$ cat config.mk
export PLATFORM = sky130hd
export DESIGN_NAME = hazard_ctrl
export DESIGN_NICKNAME = d
export VERILOG_FILES = /design/src/rtl/hazard_ctrl.sv
export SDC_FILE = /design/constraint.sdc
export NUM_CORES = 1
export LEC_CHECK = 0
export ABC_CLOCK_PERIOD_IN_PS = 6500
export BUFFER_PORTS_ARGS = -buffer_cell sky130_fd_sc_hd__buf_2
export CORE_MARGIN = 3
export CORE_UTILIZATION = 25
export CTS_BUF_LIST = sky130_fd_sc_hd__clkbuf_4 sky130_fd_sc_hd__clkbuf_8 sky130_fd_sc_hd__clkbuf_16
export DETAILED_ROUTE_END_ITERATION = 12
export GPL_ROUTABILITY_DRIVEN = 0
export SYNTH_ARGS = -nofsm -noshare
export SYNTH_HDL_FRONTEND = slang
export SYNTH_SLANG_ARGS = --single-unit
$ cat constraint.sdc
create_clock -name Clk -period 6.5 [get_ports Clk]
set_input_delay 0.975 -clock Clk [delete_from_list [all_inputs] [get_ports Clk]]
set_output_delay 0.975 -clock Clk [all_outputs]
set_load 0.02 [all_outputs]
$ cat src/rtl/hazard_ctrl.sv
// Hazard/forwarding controller: decodes the stage1 instruction, tracks EX/MEM/WB destinations,
// and drives the load-use stall, the operand forwarding selects and saturating performance counters.
module hazard_ctrl #(
    parameter int CNT_W = 16
) (
    input  logic             Clk,
    input  logic             Rst_n,
    input  logic [15:0]      IR,
    input  logic             Id_valid,
    output logic             Stall,
    output logic [2:0]       Forw_a_ctrl,
    output logic [2:0]       Forw_b_ctrl,
    input  logic             Cnt_clr,
    output logic [CNT_W-1:0] Stall_cnt,
    output logic [CNT_W-1:0] Fwd_cnt
);

    typedef enum logic [3:0] {
        OP_NOP   = 4'h0, OP_ADD  = 4'h1, OP_SUB   = 4'h2, OP_AND   = 4'h3,
        OP_OR    = 4'h4, OP_XOR  = 4'h5, OP_SHL   = 4'h6, OP_SHR   = 4'h7,
        OP_LOADI = 4'h8, OP_LOAD = 4'h9, OP_STORE = 4'hA, OP_JMP   = 4'hB,
        OP_BRZ   = 4'hC, OP_BRNZ = 4'hD, OP_INOUT = 4'hE, OP_MOV   = 4'hF
    } opcode_e;

    typedef struct packed {
        logic       vld;
        logic       we;
        logic       is_load;
        logic [2:0] dest;
    } sb_entry_t;

    sb_entry_t ex_q, mem_q, wb_q, ex_d;
    logic [CNT_W-1:0] stall_cnt_q, stall_cnt_d, fwd_cnt_q, fwd_cnt_d;

    opcode_e    opcode;
    logic [2:0] src_a, src_b;
    logic       dec_we, dec_load, use_a, use_b;
    logic       stall_raw, fwd_any;
    logic       unused_bits;

    assign opcode = opcode_e'(IR[15:12]);
    assign src_a  = IR[8:6];
    assign src_b  = IR[5:3];
    assign unused_bits = ^{IR[2:1], wb_q.is_load};

    always_comb begin
        // NOTE: every always_comb output gets a default first so no path can infer a latch.
        dec_we   = 1'b1;
        use_a    = 1'b1;
        use_b    = 1'b1;
        dec_load = (opcode == OP_LOAD);
        case (opcode)
            OP_JMP, OP_BRZ, OP_BRNZ, OP_STORE, OP_NOP: dec_we = 1'b0;
            OP_INOUT:                                  dec_we = ~IR[0];
            default:                                   ;
        endcase
        if (opcode inside {OP_LOADI, OP_NOP})
            use_a = 1'b0;
        if (opcode == OP_NOP || (opcode inside {OP_LOAD, OP_STORE} && IR[0]))
            use_b = 1'b0;
        dec_we   = dec_we   & Id_valid;
        dec_load = dec_load & Id_valid;
        use_a    = use_a    & Id_valid;
        use_b    = use_b    & Id_valid;
    end

    function automatic logic hit(input sb_entry_t e, input logic use_x, input logic [2:0] src);
        return use_x & e.vld & e.we & (e.dest == src);
    endfunction

    // Youngest producer wins; a load still in EX has no data yet, so it falls through to MEM/WB.
    function automatic logic [2:0] fwd_sel(input sb_entry_t ex, input sb_entry_t mem,
                                           input sb_entry_t wb, input logic use_x,
                                           input logic [2:0] src);
        if (hit(ex, use_x, src) && !ex.is_load) return 3'd1;
        if (hit(mem, use_x, src))               return 3'd2;
        if (hit(wb, use_x, src))                return 3'd3;
        return 3'd0;
    endfunction

    assign stall_raw   = ex_q.is_load & (hit(ex_q, use_a, src_a) | hit(ex_q, use_b, src_b));
    assign Stall       = Rst_n & stall_raw;
    assign Forw_a_ctrl = Rst_n ? fwd_sel(ex_q, mem_q, wb_q, use_a, src_a) : 3'd0;
    assign Forw_b_ctrl = Rst_n ? fwd_sel(ex_q, mem_q, wb_q, use_b, src_b) : 3'd0;
    assign fwd_any     = ((Forw_a_ctrl != 3'd0) | (Forw_b_ctrl != 3'd0)) & ~Stall;

    always_comb begin
        ex_d = '0;
        if (!Stall && Id_valid) begin
            ex_d.vld     = 1'b1;
            ex_d.we      = dec_we;
            ex_d.is_load = dec_load;
            ex_d.dest    = IR[11:9];
        end
    end

    always_comb begin
        stall_cnt_d = stall_cnt_q;
        fwd_cnt_d   = fwd_cnt_q;
        if (Cnt_clr) begin
            stall_cnt_d = '0;
            fwd_cnt_d   = '0;
        end else begin
            if (Stall && stall_cnt_q != '1) stall_cnt_d = stall_cnt_q + CNT_W'(1);
            if (fwd_any && fwd_cnt_q != '1) fwd_cnt_d   = fwd_cnt_q + CNT_W'(1);
        end
    end

    // NOTE: sequential state uses non-blocking assignments so the EX->MEM->WB shift reads old values.
    always_ff @(posedge Clk) begin
        if (!Rst_n) begin
            ex_q        <= '0;
            mem_q       <= '0;
            wb_q        <= '0;
            stall_cnt_q <= '0;
            fwd_cnt_q   <= '0;
        end else begin
            ex_q        <= ex_d;
            mem_q       <= ex_q;
            wb_q        <= mem_q;
            stall_cnt_q <= stall_cnt_d;
            fwd_cnt_q   <= fwd_cnt_d;
        end
    end

    assign Stall_cnt = stall_cnt_q;
    assign Fwd_cnt   = fwd_cnt_q;

endmodule
---- Word-level counts from Yosys, hierarchy flattened ----
Cells that the tools add are included.
Widths: inputs -> output; s select.
word-level totals
  bits in registers ....................... 48
  input port bits ......................... 20
  output and inout port bits .............. 39
  logic and storage cells ................. 106
cells by class
  add/subtract/negate cells ............... 2
  equal/unequal tests ..................... 15
  muxes and demuxes ....................... 30
  bitwise operators ....................... 30
  reductions and logical operators ........ 17
operator list
  cell                   count
  $mux 3                 14
  $add 16x1->16 const B  2
  $ne 16x16->1 const B   2
  $eq 4x4->1 const B     7
  $and 1x1->1            25
  $eq 3x3->1             6
  $mux 1                 14
  $logic_and 1x1->1      6
  $mux 6                 1
  $reduce_bool 3->1      2
  $reduce_or 5->1        1
  $logic_not 4->1        1
  $reduce_bool 2->1      2
  $not 1->1              3
  $logic_not 1->1        2
  $or 1x1->1             2
  $pmux 1 s2             1
  $reduce_and 2->1       1
  $reduce_or 2->1        1
  $logic_or 1x1->1       1

---- Depth between registers and ports, before layout ----
  depth after elaboration ................. 22
  mapped depth ............................ 9
  gate-level depth less buffers ........... 7

---- Least setup slack after synthesis ----
Ideal clock, no wire load.
  path type ............................... input-to-output
  start point ............................. in IR[13]
  end point ............................... out Stall
  arrival time ............................ 2170 ps
  data required time ...................... 5525 ps
  slack ................................... 3355 ps
  cell stages on the path ................. 7
  buffers on the path ..................... 2
  cell sequence ........................... or3_1 > a31oi_2 > a2bb2oi_2 > or2_1 > buf_6 > inv_4 > buf_6
on the way
  word-level cells in the longest chain between the ends .. 12
  elaborated cells on any way between the ends .. 21
  those cells by class .................... 3 x eq/ne; 2 x mux; 11 x bitwise; 5 x reduce/logical
ends and longest elaborated chain
  element                   line  source
  start, declared           8     input logic [15:0] IR,
  $eq 4x4->1                59    if (opcode == OP_NOP || (opcode inside {OP_LOAD, OP_STORE} && IR[0]))
  $reduce_bool 2->1         59
  $logic_and 1x1->1         59
  $logic_or 1x1->1          59
  $mux 1                    59
  $and 1x1->1               64    use_b = use_b & Id_valid;
  $and 1x1->1 (3 in a row)  68    return use_x & e.vld & e.we & (e.dest == src);
  $or 1x1->1 *              81    assign stall_raw = ex_q.is_load & (hit(ex_q, use_a, src_a) | hit(ex_q, use_b, src_b));
  $and 1x1->1 *             81
  $and 1x1->1 *             82    assign Stall = Rst_n & stall_raw;
  end, declared             10    output logic Stall,
Every way passes the cells marked *; elsewhere a longest branch is shown, timed or not.

---- Worst setup path after layout ----
Ends and elaborated chain as after synthesis.

==> flow_metrics.tcl <==
set metrics [dict create \
    status "complete, no violations" \
    cts.repair.resized 0 \
    maxSlewViolCount 0 \
    max_freq_mhz 245 \
    wl_per_cell_um 13.2 \
    cts_setup_buffers 0 \
    hold_class "reg -> reg" \
    synth_area_sq_um 2610 \
    port_buffers 54 \
    first_pass_iters 4 \
    htreeDepth 2 \
    met3_usage_pct 2.33 \
    path_delay_family "simple AND/OR/NAND/NOR gates" \
    timing.final.crit_period_ps 4070 \
    max_stage_delay_ps 740 \
    setup_viol 0 \
    netlist_top_cells_count "dfxtp_1 (48), nand2_1 (26), a21oi_1 (22)" \
    root_buffer "clkbuf_8" \
    grt_use_met2_pct 17.9 \
    ir_drop_mv 0.0910 \
    area_growth_syn_to_layout_pct 17.1 \
    yosysWarnings 0 \
    slew_headroom_pct 12.6 \
    hold_buffers 0 \
    drt_wl_total_um 6470 \
    seq_area_frac_synth_pct 36.8 \
    fill_cells 1065 \
    grt_usage_pct 11.1 \
    grt_pass1_vias 2157 \
    yosysMostFrequentCell "dfxtp_1" \
    endpoint_kind "primary output" \
    multi_input_area_sq_um 1540 \
    die_area_sq_um 11700 \
    antenna_found_initial 0 \
    path_buf_inv 3 \
    viasPerCell 5.01 \
    skew_ps 9.28 \
    rsz0062_at_grt "no" \
    synthTopCellsByArea "dfxtp_1 (37%), or4_1 (5.5%), xor2_1 (5.0%), o31ai_1 (4.3%), a21oi_1 (4.2%)" \
    path_class "in -> out" \
    finalCritPeriodShare_pct 62.7 \
    synth_top_flop_cell "dfxtp_1" \
    coreArea_sq_um 9950 \
    drc 0 \
    hpwl_um 4860 \
    die_h_um 108 \
    detail-route-antenna-nets 0 \
    std_cell_rows 36 \
    hold_viol 0 \
    start_util_pct 26.3 \
    grt.met1_usage_pct 14.7 \
    arrival_ps 3100 \
    cts.sinks 48 \
    stdcell_area_sq_um 3060 \
    clk_latency_ps 300 \
    tightest_slew_ps 1310 \
    ios 59 \
    clk_pin_slew_worst_paths_ps 90 \
    path_common_cell "buf_2" \
    power_density_nw_per_um2 168 \
    setup_tns_ps 0 \
    maxCapViolCount 0 \
    n_antenna_cell 0 \
    regArea_sq_um 961 \
    cp.required_ps 5520 \
    drt_iter0_drc 165 \
    post-place-ws_ps 2440 \
    cts_tree "done" \
    synthDistinctLibCells 46 \
    cp_slowest_cell "or2_1" \
    grt_max_degree 30 \
    synth_seq_cells 48 \
    die_w_um 108 \
    utilization_pct 30.8 \
    numCtsBuffers 5 \
    synth-async-reset-ratio_pct 0 \
    final_nets 377 \
    netlist_instances 310 \
    synth_top_cell_by_area "dfxtp_1" \
    synth_area_per_cell_sq_um 8.43 \
    grt_first_pass_wirelength_um 10600 \
    clock_path_buffers 2 \
    gr-total-overflow 0 \
    busiest_layer "met2" \
    path_cells "buf_2, or3_1, a31oi_2, a2bb2oi_2, or2_1, inv_4, buf_2" \
    p_leak_uw 0.00111 \
    synth_edf_count 0 \
    layout-drive-gt1-share_pct 19.1 \
    start_kind "input pin" \
    placed_area_sq_um 2970 \
    worst-path-max-fanout 28 \
    synth_top_area_share_pct 36.8 \
    worst_slack_ps 2430 \
    vias 2448 \
]
[layout make-up]
cell class	count	share of cell area, %
Clock buffer	6	2.70
Tap cell	133	5.44
Inverter	7	0.940
Timing Repair Buffer	55	9.07
Clock inverter	2	0.327
Sequential cell	48	31.4
Multi-Input combinational cell	238	50.1
[where the power goes]
part	total (uW)	internal, uW	leakage [uW]	switching [uW]
clock network	184	85.1	0.0000510	99.0
logic	31.9	12.7	0.000673	19.2
registers	299	297	0.000388	2.27
total	515	395	0.00111	120
[metal layers]
metal | routed length (um) | vias up
met5 | 0 | -
met4 | 104 | 0
met3 | 289 | 7
met2 | 3030 | 42
met1 | 3050 | 1141
li1 | - | 1258
[worst paths after layout]
check / from / to / slack (ps) / depth (start not counted)
min reg2reg: mem_q[5] / wb_q[5] / 460 / 1
min: mem_q[5] / wb_q[5] / 460 / 1
max reg2reg: Stall_cnt[2] / Stall_cnt[8] / 3880 / 6
max: IR[13] / Stall / 2430 / 7
[worst reg2reg max path, cell delays in order (launching register included)]
cell,delay (ps)
dfxtp_1,430
nand4_1,140
nor3_1,360
nand3_1,180
nor2_1,1020
o311ai_0,260
o41ai_1,120
[placed cells by master, fill, tap and decap left out, types with 4 or more instances in the layout]
| master | count |
|---|---|
| buf_2 | 54 |
| dfxtp_1 | 48 |
| nand2_1 | 26 |
| a21oi_1 | 22 |
| or4_1 | 19 |
| and2_1 | 17 |
| xor2_1 | 15 |
| nor4_1 | 15 |
| o31ai_1 | 15 |
| nand4_1 | 14 |
| nand3_1 | 13 |
| nor2_1 | 10 |
| nand2b_1 | 8 |
| o21ai_0 | 7 |
| inv_1 | 6 |
| mux2i_1 | 6 |
| clkbuf_8 | 6 |
| and3_1 | 5 |
| nor3_1 | 4 |
| and4_1 | 4 |
[metrics by stage]
stage	std cells	hold slack [ps]	total power (uW)
6_report	489	457	515
5_1_grt	489	477	536
4_1_cts	489	461	523
3_5_place_dp	481	439	338
3_3_place_gp	481	439	337
2_1_floorplan	311	430	325
[cells by family after synthesis]
logic type	Yosys count	synth area share (%)
buffers and inverters	25	4.64
AO/OA/AOI/OAI	63	16.4
multiplexers	6	2.30
adder cells (fa/ha/maj)	2	0.957
XOR/XNOR	18	6.03
AND/OR/NAND/NOR	147	32.7
other	1	0.143
flip-flops	48	36.8
[flip-flops by register name, indices dropped and copies added (netlist names)]
register and flops:
mem_q 5, ex_q 6, wb_q 5, Fwd_cnt 16
Stall_cnt 16
(Power assumes the default switching activity.)
